<file path="src/rtl/mips_pkg.sv">
// Shared MIPS pipeline definitions: widths, the hardwired zero register index,
// and the register-index / data-word types used by every pipeline register.
package mips_pkg;

    localparam int DATA_W    = 32;
    localparam int ADDR_W    = 5;
    localparam int REG_COUNT = 2 ** ADDR_W;

    typedef logic [ADDR_W-1:0] reg_idx_t;
    typedef logic [DATA_W-1:0] word_t;

    localparam reg_idx_t ZERO_REG = 5'd0;

endpackage

</file>
<file path="src/rtl/wb_regfile_if.sv">
// Bus between the MEM/WB pipeline register / ID stage and the write-back
// register file. master drives control, data and read indices; slave returns
// read data, the write-back value, its valid flag and the commit counter.
interface wb_regfile_if;
    import mips_pkg::*;

    logic        MemToReg;
    logic        RegWrite;
    word_t       ReadData;
    word_t       ALUResult;
    reg_idx_t    DestinationReg;
    reg_idx_t    ReadReg1;
    reg_idx_t    ReadReg2;
    word_t       ReadData1;
    word_t       ReadData2;
    word_t       WBData;
    logic        WBValid;
    logic [31:0] WriteCount;

    modport master (
        output MemToReg, RegWrite, ReadData, ALUResult, DestinationReg,
               ReadReg1, ReadReg2,
        input  ReadData1, ReadData2, WBData, WBValid, WriteCount
    );

    modport slave (
        input  MemToReg, RegWrite, ReadData, ALUResult, DestinationReg,
               ReadReg1, ReadReg2,
        output ReadData1, ReadData2, WBData, WBValid, WriteCount
    );

endinterface

</file>
<file path="src/rtl/wb_select.sv">
// Write-back value select: load data when mem_to_reg is set, otherwise the
// ALU result. Purely combinational so the forwarding path can reuse it.
module wb_select
    import mips_pkg::*;
(
    input  logic  mem_to_reg,
    input  word_t read_data,
    input  word_t alu_result,
    output word_t wb_data
);

    assign wb_data = mem_to_reg ? read_data : alu_result;

endmodule

</file>
<file path="src/rtl/wb_regfile.sv">
// Write-back stage and 32x32 general-purpose register file.
// Register 0 reads as zero and ignores writes. Two asynchronous read ports,
// one synchronous write port, and a count of committed writes.
// Optional macro REGFILE_BYPASS_EN: a read of the register being written in
// the same cycle returns the new value instead of the old contents.
module wb_regfile
    import mips_pkg::*;
(
    input  logic         clk,
    input  logic         rst,
    wb_regfile_if.slave  bus
);

    word_t       regs_reg [REG_COUNT];
    logic [31:0] write_count_reg;
    logic [31:0] write_count_next;
    word_t       wb_data;
    logic        wb_valid;
    reg_idx_t    rd_idx [2];

    wb_select u_wb_select (
        .mem_to_reg (bus.MemToReg),
        .read_data  (bus.ReadData),
        .alu_result (bus.ALUResult),
        .wb_data    (wb_data)
    );

    // Writes aimed at register 0 are never valid, so they neither commit nor count.
    assign wb_valid   = bus.RegWrite && (bus.DestinationReg != ZERO_REG);
    assign bus.WBData  = wb_data;
    assign bus.WBValid = wb_valid;

    // Register array: clear everything on reset (dropping that cycle's write), else commit.
    always_ff @(posedge clk) begin
        if (!rst) begin
            for (int i = 0; i < REG_COUNT; i++) begin
                regs_reg[i] <= '0;
            end
        end else if (wb_valid) begin
            regs_reg[bus.DestinationReg] <= wb_data;
        end
    end

    // Next commit count; wraps naturally at 32 bits.
    always_comb begin
        write_count_next = write_count_reg;
        if (wb_valid) begin
            write_count_next = write_count_reg + 32'd1;
        end
    end

    // Commit counter register.
    always_ff @(posedge clk) begin
        if (!rst) begin
            write_count_reg <= '0;
        end else begin
            write_count_reg <= write_count_next;
        end
    end

    assign bus.WriteCount = write_count_reg;

    assign rd_idx[0] = bus.ReadReg1;
    assign rd_idx[1] = bus.ReadReg2;

    // One identical asynchronous read port per index.
    generate
        for (genvar gi = 0; gi < 2; gi++) begin : g_read
            word_t data;

            // Read mux: index 0 is forced to zero; optional same-cycle write-through.
            always_comb begin
                data = (rd_idx[gi] == ZERO_REG) ? '0 : regs_reg[rd_idx[gi]];
`ifdef REGFILE_BYPASS_EN
                if (wb_valid && (rd_idx[gi] == bus.DestinationReg)) begin
                    data = wb_data;
                end
`endif
            end
        end
    endgenerate

    assign bus.ReadData1 = g_read[0].data;
    assign bus.ReadData2 = g_read[1].data;

endmodule

</file>
<file path="src/flat_wrapper.sv">
// flat-port wrapper written by rule: the top's interface ports become plain ports
module wb_regfile_flat import mips_pkg::*;
  (clk, rst, bus_MemToReg, bus_RegWrite, bus_ReadData, bus_ALUResult, bus_DestinationReg, bus_ReadReg1, bus_ReadReg2, bus_ReadData1, bus_ReadData2, bus_WBData, bus_WBValid, bus_WriteCount);
  wb_regfile_if bus_i ();
  input  logic clk;
  input  logic rst;
  input wire logic [$bits(bus_i.MemToReg)-1:0] bus_MemToReg;
  input wire logic [$bits(bus_i.RegWrite)-1:0] bus_RegWrite;
  input wire logic [$bits(bus_i.ReadData)-1:0] bus_ReadData;
  input wire logic [$bits(bus_i.ALUResult)-1:0] bus_ALUResult;
  input wire logic [$bits(bus_i.DestinationReg)-1:0] bus_DestinationReg;
  input wire logic [$bits(bus_i.ReadReg1)-1:0] bus_ReadReg1;
  input wire logic [$bits(bus_i.ReadReg2)-1:0] bus_ReadReg2;
  output wire logic [$bits(bus_i.ReadData1)-1:0] bus_ReadData1;
  output wire logic [$bits(bus_i.ReadData2)-1:0] bus_ReadData2;
  output wire logic [$bits(bus_i.WBData)-1:0] bus_WBData;
  output wire logic [$bits(bus_i.WBValid)-1:0] bus_WBValid;
  output wire logic [$bits(bus_i.WriteCount)-1:0] bus_WriteCount;
  assign bus_i.MemToReg = bus_MemToReg;
  assign bus_i.RegWrite = bus_RegWrite;
  assign bus_i.ReadData = bus_ReadData;
  assign bus_i.ALUResult = bus_ALUResult;
  assign bus_i.DestinationReg = bus_DestinationReg;
  assign bus_i.ReadReg1 = bus_ReadReg1;
  assign bus_i.ReadReg2 = bus_ReadReg2;
  assign bus_ReadData1 = bus_i.ReadData1;
  assign bus_ReadData2 = bus_i.ReadData2;
  assign bus_WBData = bus_i.WBData;
  assign bus_WBValid = bus_i.WBValid;
  assign bus_WriteCount = bus_i.WriteCount;
  wb_regfile u_core (.clk(clk), .rst(rst), .bus(bus_i));
endmodule
</file>
<file path="config.mk">
export PLATFORM = sky130hd
export DESIGN_NAME = wb_regfile_flat
export DESIGN_NICKNAME = d
export VERILOG_FILES = /design/src/rtl/mips_pkg.sv /design/src/rtl/wb_regfile_if.sv /design/src/rtl/wb_select.sv /design/src/rtl/wb_regfile.sv /design/src/flat_wrapper.sv
export SDC_FILE = /design/constraint.sdc
export NUM_CORES = 2
export LEC_CHECK = 0
export CORE_ASPECT_RATIO = 0.6
export CORE_MARGIN = 2
export CORE_UTILIZATION = 50
export CTS_CLUSTER_DIAMETER = 120
export CTS_CLUSTER_SIZE = 24
export DETAILED_ROUTE_END_ITERATION = 10
export MAX_ROUTING_LAYER = met4
export PLACE_DENSITY = 0.67
export SLEW_MARGIN = 40
export SYNTH_ARGS = -nofsm -noshare
export SYNTH_HDL_FRONTEND = slang
export SYNTH_SLANG_ARGS = --single-unit
</file>
<file path="constraint.sdc">
create_clock -name clk -period 3.3 [get_ports clk]
set_input_delay 0.825 -clock clk [delete_from_list [all_inputs] [get_ports clk]]
set_output_delay 0.825 -clock clk [all_outputs]
set_load 0.1 [all_outputs]
</file>
Word level (Yosys, flattened, before mapping):

Memory sizes are Yosys's and may differ from the RTL's.
Index checks and enable logic that the tools add are counted.
W data, S select, Z words.

* flip-flop bits (word level): 32
* latch bits: 0
* memory bits (writable): 1024
* memory bits (read-only): 0
* bits of input ports: 83
* word-level logic and storage cells: 18
* memories: 1

* add/sub/neg operators: 1
* multipliers: 0
* div/mod/pow operators: 0
* $lt $le $gt $ge: 0
* eq/ne operators: 0
* shift-type cells: 0
* muxes and demuxes: 10
* bitwise gates (word level): 0
* reductions and logical operators: 5

Memories
* u_core.regs_reg: depth 32, width 32, read ports 2, clocked after Yosys merged registers in 0, write ports 32, line wb_regfile.sv:14 `word_t regs_reg [REG_COUNT];`

Operators by type and width (count)
* $mux W32: 4
* $add A32 B1 Y32 const B: 1
* $reduce_or A32 Y1: 1
* $logic_not A5 Y1: 2
* $mux W1: 5
* $mux W5: 1
* $reduce_bool A5 Y1: 1
* $logic_and A1 B1 Y1: 1

Depth between registers and ports, before layout:

* depth in word-level cells: 7
* depth in mapped cells: 8
* gate-level depth less buffers: 6

Hierarchy:

Synthesis repeated with hierarchy kept, for this count alone.

* cell total of the unflattened synthesis: 3849
* area, all modules: 56822.0 sq um

Modules (own cells, without submodules)
* wb_regfile: times used 1, cells an instance 3813, area each 56277.7 sq um
* wb_select: times used 1, cells an instance 36, area each 544.3 sq um

Worst setup path after synthesis:

OpenSTA, ideal clock, no wires.

* path type: input -> output
* start point: input bus_ReadReg1[2]
* end point: output bus_ReadData1[10]
* arrival time: 3.441 ns
* path slack: -0.966 ns
* stages on the path: 6
* path buffers: 2
* cell sequence: buf_2 clkbuf_1 mux4_2 mux2_2 nand2_1 a31oi_1

* word-level cells in the longest chain between the ends: 2

RTL lines
* start, declared: line flat_wrapper.sv:12 `input wire logic [$bits(bus_i.ReadReg1)-1:0] bus_ReadReg1;`
* $mem_v2 Z32 W32 / $logic_not A5 Y1 (equally long branches)
* $mux W32 *: line wb_regfile.sv:73 `data = (rd_idx[gi] == ZERO_REG) ? '0 : regs_reg[rd_idx[gi]];`
* end, declared: line flat_wrapper.sv:14 `output wire logic [$bits(bus_i.ReadData1)-1:0] bus_ReadData1;`

Every way passes the cells marked *; elsewhere a longest branch is shown, timed or not.

Worst setup path after layout:

* start point: input bus_ReadReg1[1]
* end point: output bus_ReadData1[2]

The elaborated chain is that of the path after synthesis.

==> results.md <==
- TritonRoute pass-1 iters: 6
- RR Endpoint: u_core.bus.WriteCount[31]
- Drc violations: 0
- Most instantiated library cell after synthesis: nor2_1
- Core area: approximately 110,000 um^2
- Critical Path Sink Type: output pin
- Pwr Total: between 0.03 and 0.04 W
- Startpoint types: input pin
- Synthesized area per cell: roughly 14 um^2
- Buffers & Inverters on Critical Path: 6
- Hold Violations, Final: 0
- DR vias: around 40,000
- R2R Setup Slk: between 1 and 1.5 ns
- Yosys reg bits: about 1,100
- CP startpoint: bus_ReadReg1[1]
- Reg2reg start: u_core.bus.WriteCount[9]
- Status: complete, but fails checks
- IO Count: 212
- Hold WC Path Type: reg -> reg
- Util after Layout: 64.0%
- Layout Nets: 4,332
- WL/cell: between 30 and 40 um
- Area leader, netlist: edfxtp_1
- Mapped Cells: 3,756
- DR iter-0 viols: about 7,300
- Pwr Density: approximately 440 nW/um^2
- Clk_skew: between 0.01 and 0.015 ns
- Worst Tran Pin Value: roughly 0.86 ns
- Reg area: approximately 31,000 um^2
- Initial antenna violation count: 2
- Count of final setup violators: 64
- First-pass GRT wire length: between 200 and 300 mm
- Clock slew seen by the registers of the worst setup and hold paths: 0.10 ns
- Post-route setup slack: -0.238 ns
- Syn Std Cell Area: approximately 54,000 um^2
- Final period utilization: 107%
- Clk_lat worst skew: about 0.68 ns
- TritonCTS sink count: between 1,000 and 1,500
- Die height: approximately 260 um
- Die area: about 110,000 um^2
- Htree depth: 2
- Slowest CP cell: mux4_2
- Number of global-route vias before repair: 37,255
- Gr ovfl total: 0
- Critical Path Sink: bus_ReadData1[2]
- Slowest stage delay, CP: 0.50 ns
- CP top delay family: buffers and inverters
- Area added between synthesis and finish: 27.0%
- Synth cell types: between 40 and 50
- Post-synth EDFFs: 1,024
- Worst vdd ir: 0.392 mV
- CP required: approximately 2.5 ns
- Max-slew violation count: 0
- Yosys warns: 0
- ANT nets after route: 0
- Critical Path Most Common Cell: buf_12
- Clock buffer count from CTS: a little under 50
- Most used DFF post-synth: edfxtp_1
- Row cnt: 93
- Post-DP Area: ~64,000 um^2
- Crit-path cells: buf_16 > buf_12 > buf_6 > buf_12 > buf_16 > mux4_2 > mux2i_1 > a21oi_1 > o21ai_1 > a31oi_4 > buf_12
- Max Clk Rate: between 0.2 and 0.3 GHz
- Sequential area share after synthesis: approximately three fifths
- TritonCTS clock tree: done
- Pleak: 24.5 nW
- Largest cells by area after synthesis: edfxtp_1 57%, mux4_2 21%, nor2_1 7.3%, mux2_2 2.4%, mux2i_1 2.1%
- Slew headroom: 42.7%
- Synth async-reset ratio: 0%
- Reg2reg path depth: 5
- Post-Place Worst Slack: -0.340 ns
- Cell area after layout: slightly below 70,000 um^2
- Post-synth top area share: between 50% and 60%
- Largest net degree at the start of global routing: 65
- Multi-input gate area: 23,300 um^2
- Final Critical Period: between 3 and 4 ns
- Fin Setup TNS: -7.44 ns
- Root Driver: clkbuf_16
- Starting Density: ~50%
- Critical Path AT: approximately 2.7 ns
- Commonest cells post-synth: 1,044 x nor2_1, 1,024 x edfxtp_1, 512 x mux4_2
- GR Util All Layers: between 30% and 40%
- Detailed Route WL: between 200 and 250 mm
- Largest register FFs: approximately 1,000
- Gpl congestion: roughly 0.9
- Unrepaired setup endpoints after global routing: true
- Layout cell share with drive strength beyond 1: 40.6%
- CTS Buffer Depth: 3
- Critical Path Stages: 11
- Detail Placement HPWL: about 130 mm
- Setup Crit Path Kind: in -> out
- Maxcap violations: 0
- Vias per std cell: 6.94
- Fill count: 7,541
- Chip width: 428 um
- Failing checks: negative setup slack
- Maximum fanout along the worst path: 7
- IO buf count: 211
## worst reg2reg max path, delay by kind of cell (launching register included)
family / cells / cell delay (ns)
simple gates: 4 / 1.38
flops: 1 / 0.45
xor+xnor: 1 / 0.17
## cell families after synthesis
kind of cell / Yosys count / synth area share (%)
simple gates: 1237 / 8.99
flops: 1056 / 58.1
mux: 737 / 25.8
buf+inv: 430 / 3.71
compound gates: 266 / 2.94
xor+xnor: 28 / 0.454
fa+ha+maj: 1 / 0.0232
other cells: 1 / 0.00694
## stage by stage
stage	cells	hold WS, ns
finish	5696	0.521
global route	5695	0.565
detailed placement	5497	0.507
floorplan	3787	0.959
global placement	5496	0.495
CTS	5637	0.521
## worst min path at each step
stage,end,startpoint,cells past startpoint
2_1_floorplan,u_core.bus.WriteCount[7],u_core.bus.WriteCount[7],2
3_3_place_gp,u_core.bus.WriteCount[7],u_core.bus.WriteCount[7],2
3_5_place_dp,u_core.bus.WriteCount[7],u_core.bus.WriteCount[7],2
4_1_cts,u_core.bus.WriteCount[7],u_core.bus.WriteCount[7],2
5_1_grt,u_core.bus.WriteCount[31],u_core.bus.WriteCount[31],2
6_report,u_core.bus.WriteCount[7],u_core.bus.WriteCount[7],2
## power by group
| group | internal, W | switching [W] |
|---|---|---|
| clock network | 0.00286 | 0.00434 |
| logic | 0.00323 | 0.00421 |
| registers | 0.0154 | 0.000400 |
| total | 0.0215 | 0.00895 |
## cells in the final DEF (no fill, tap or decap), drive strengths merged, types with 3 or more instances in the layout
cell	Yosys	final
nor2	1044	1044
edfxtp	1024	1024
buf	141	715
mux4	512	512
nand2	123	123
mux2	113	113
mux2i	112	112
clkbuf	249	83
a21oi	82	82
clkdlybuf4s50	0	70
o21ai	67	67
a31oi	49	49
a22oi	49	49
inv	40	40
dfxtp	32	32
conb	1	32
xnor2	26	26
a221oi	15	15
nor3	14	14
nor4	9	9
and4	6	6
nand4	6	6
nor2b	6	6
nand3	5	5
nor3b	5	5
or3	4	4
and3	4	4
and2	4	4
bufbuf	0	3
or2	3	3
## layout make-up
class | instances | area share [%]
Multi-Input combinational cell | 2301 | 33.9
Tap cell | 1425 | 2.60
Clock buffer | 71 | 1.97
Sequential cell | 1056 | 45.7
Clock inverter | 1 | 0.0128
Antenna cell | 2 | 0.00729
Inverter | 40 | 0.221
Timing Repair Buffer | 800 | 15.5
## routing by layer
layer	global-route usage (%)	share of wire [%]	wire, um
met1	50.6	35	71600
met2	51.2	43	86500
met3	13.0	18	36200
met4	12.7	4.4	8960
met5	-	0	0
## what timing repair did
item,in CTS,in global routing
gates cloned,29,13
hold buffers,0,0
pin swaps,30,54
endpoints found under the setup margin,64,64
resized for setup,225,142
setup buffers,42,54
(Power assumes the default switching activity.)
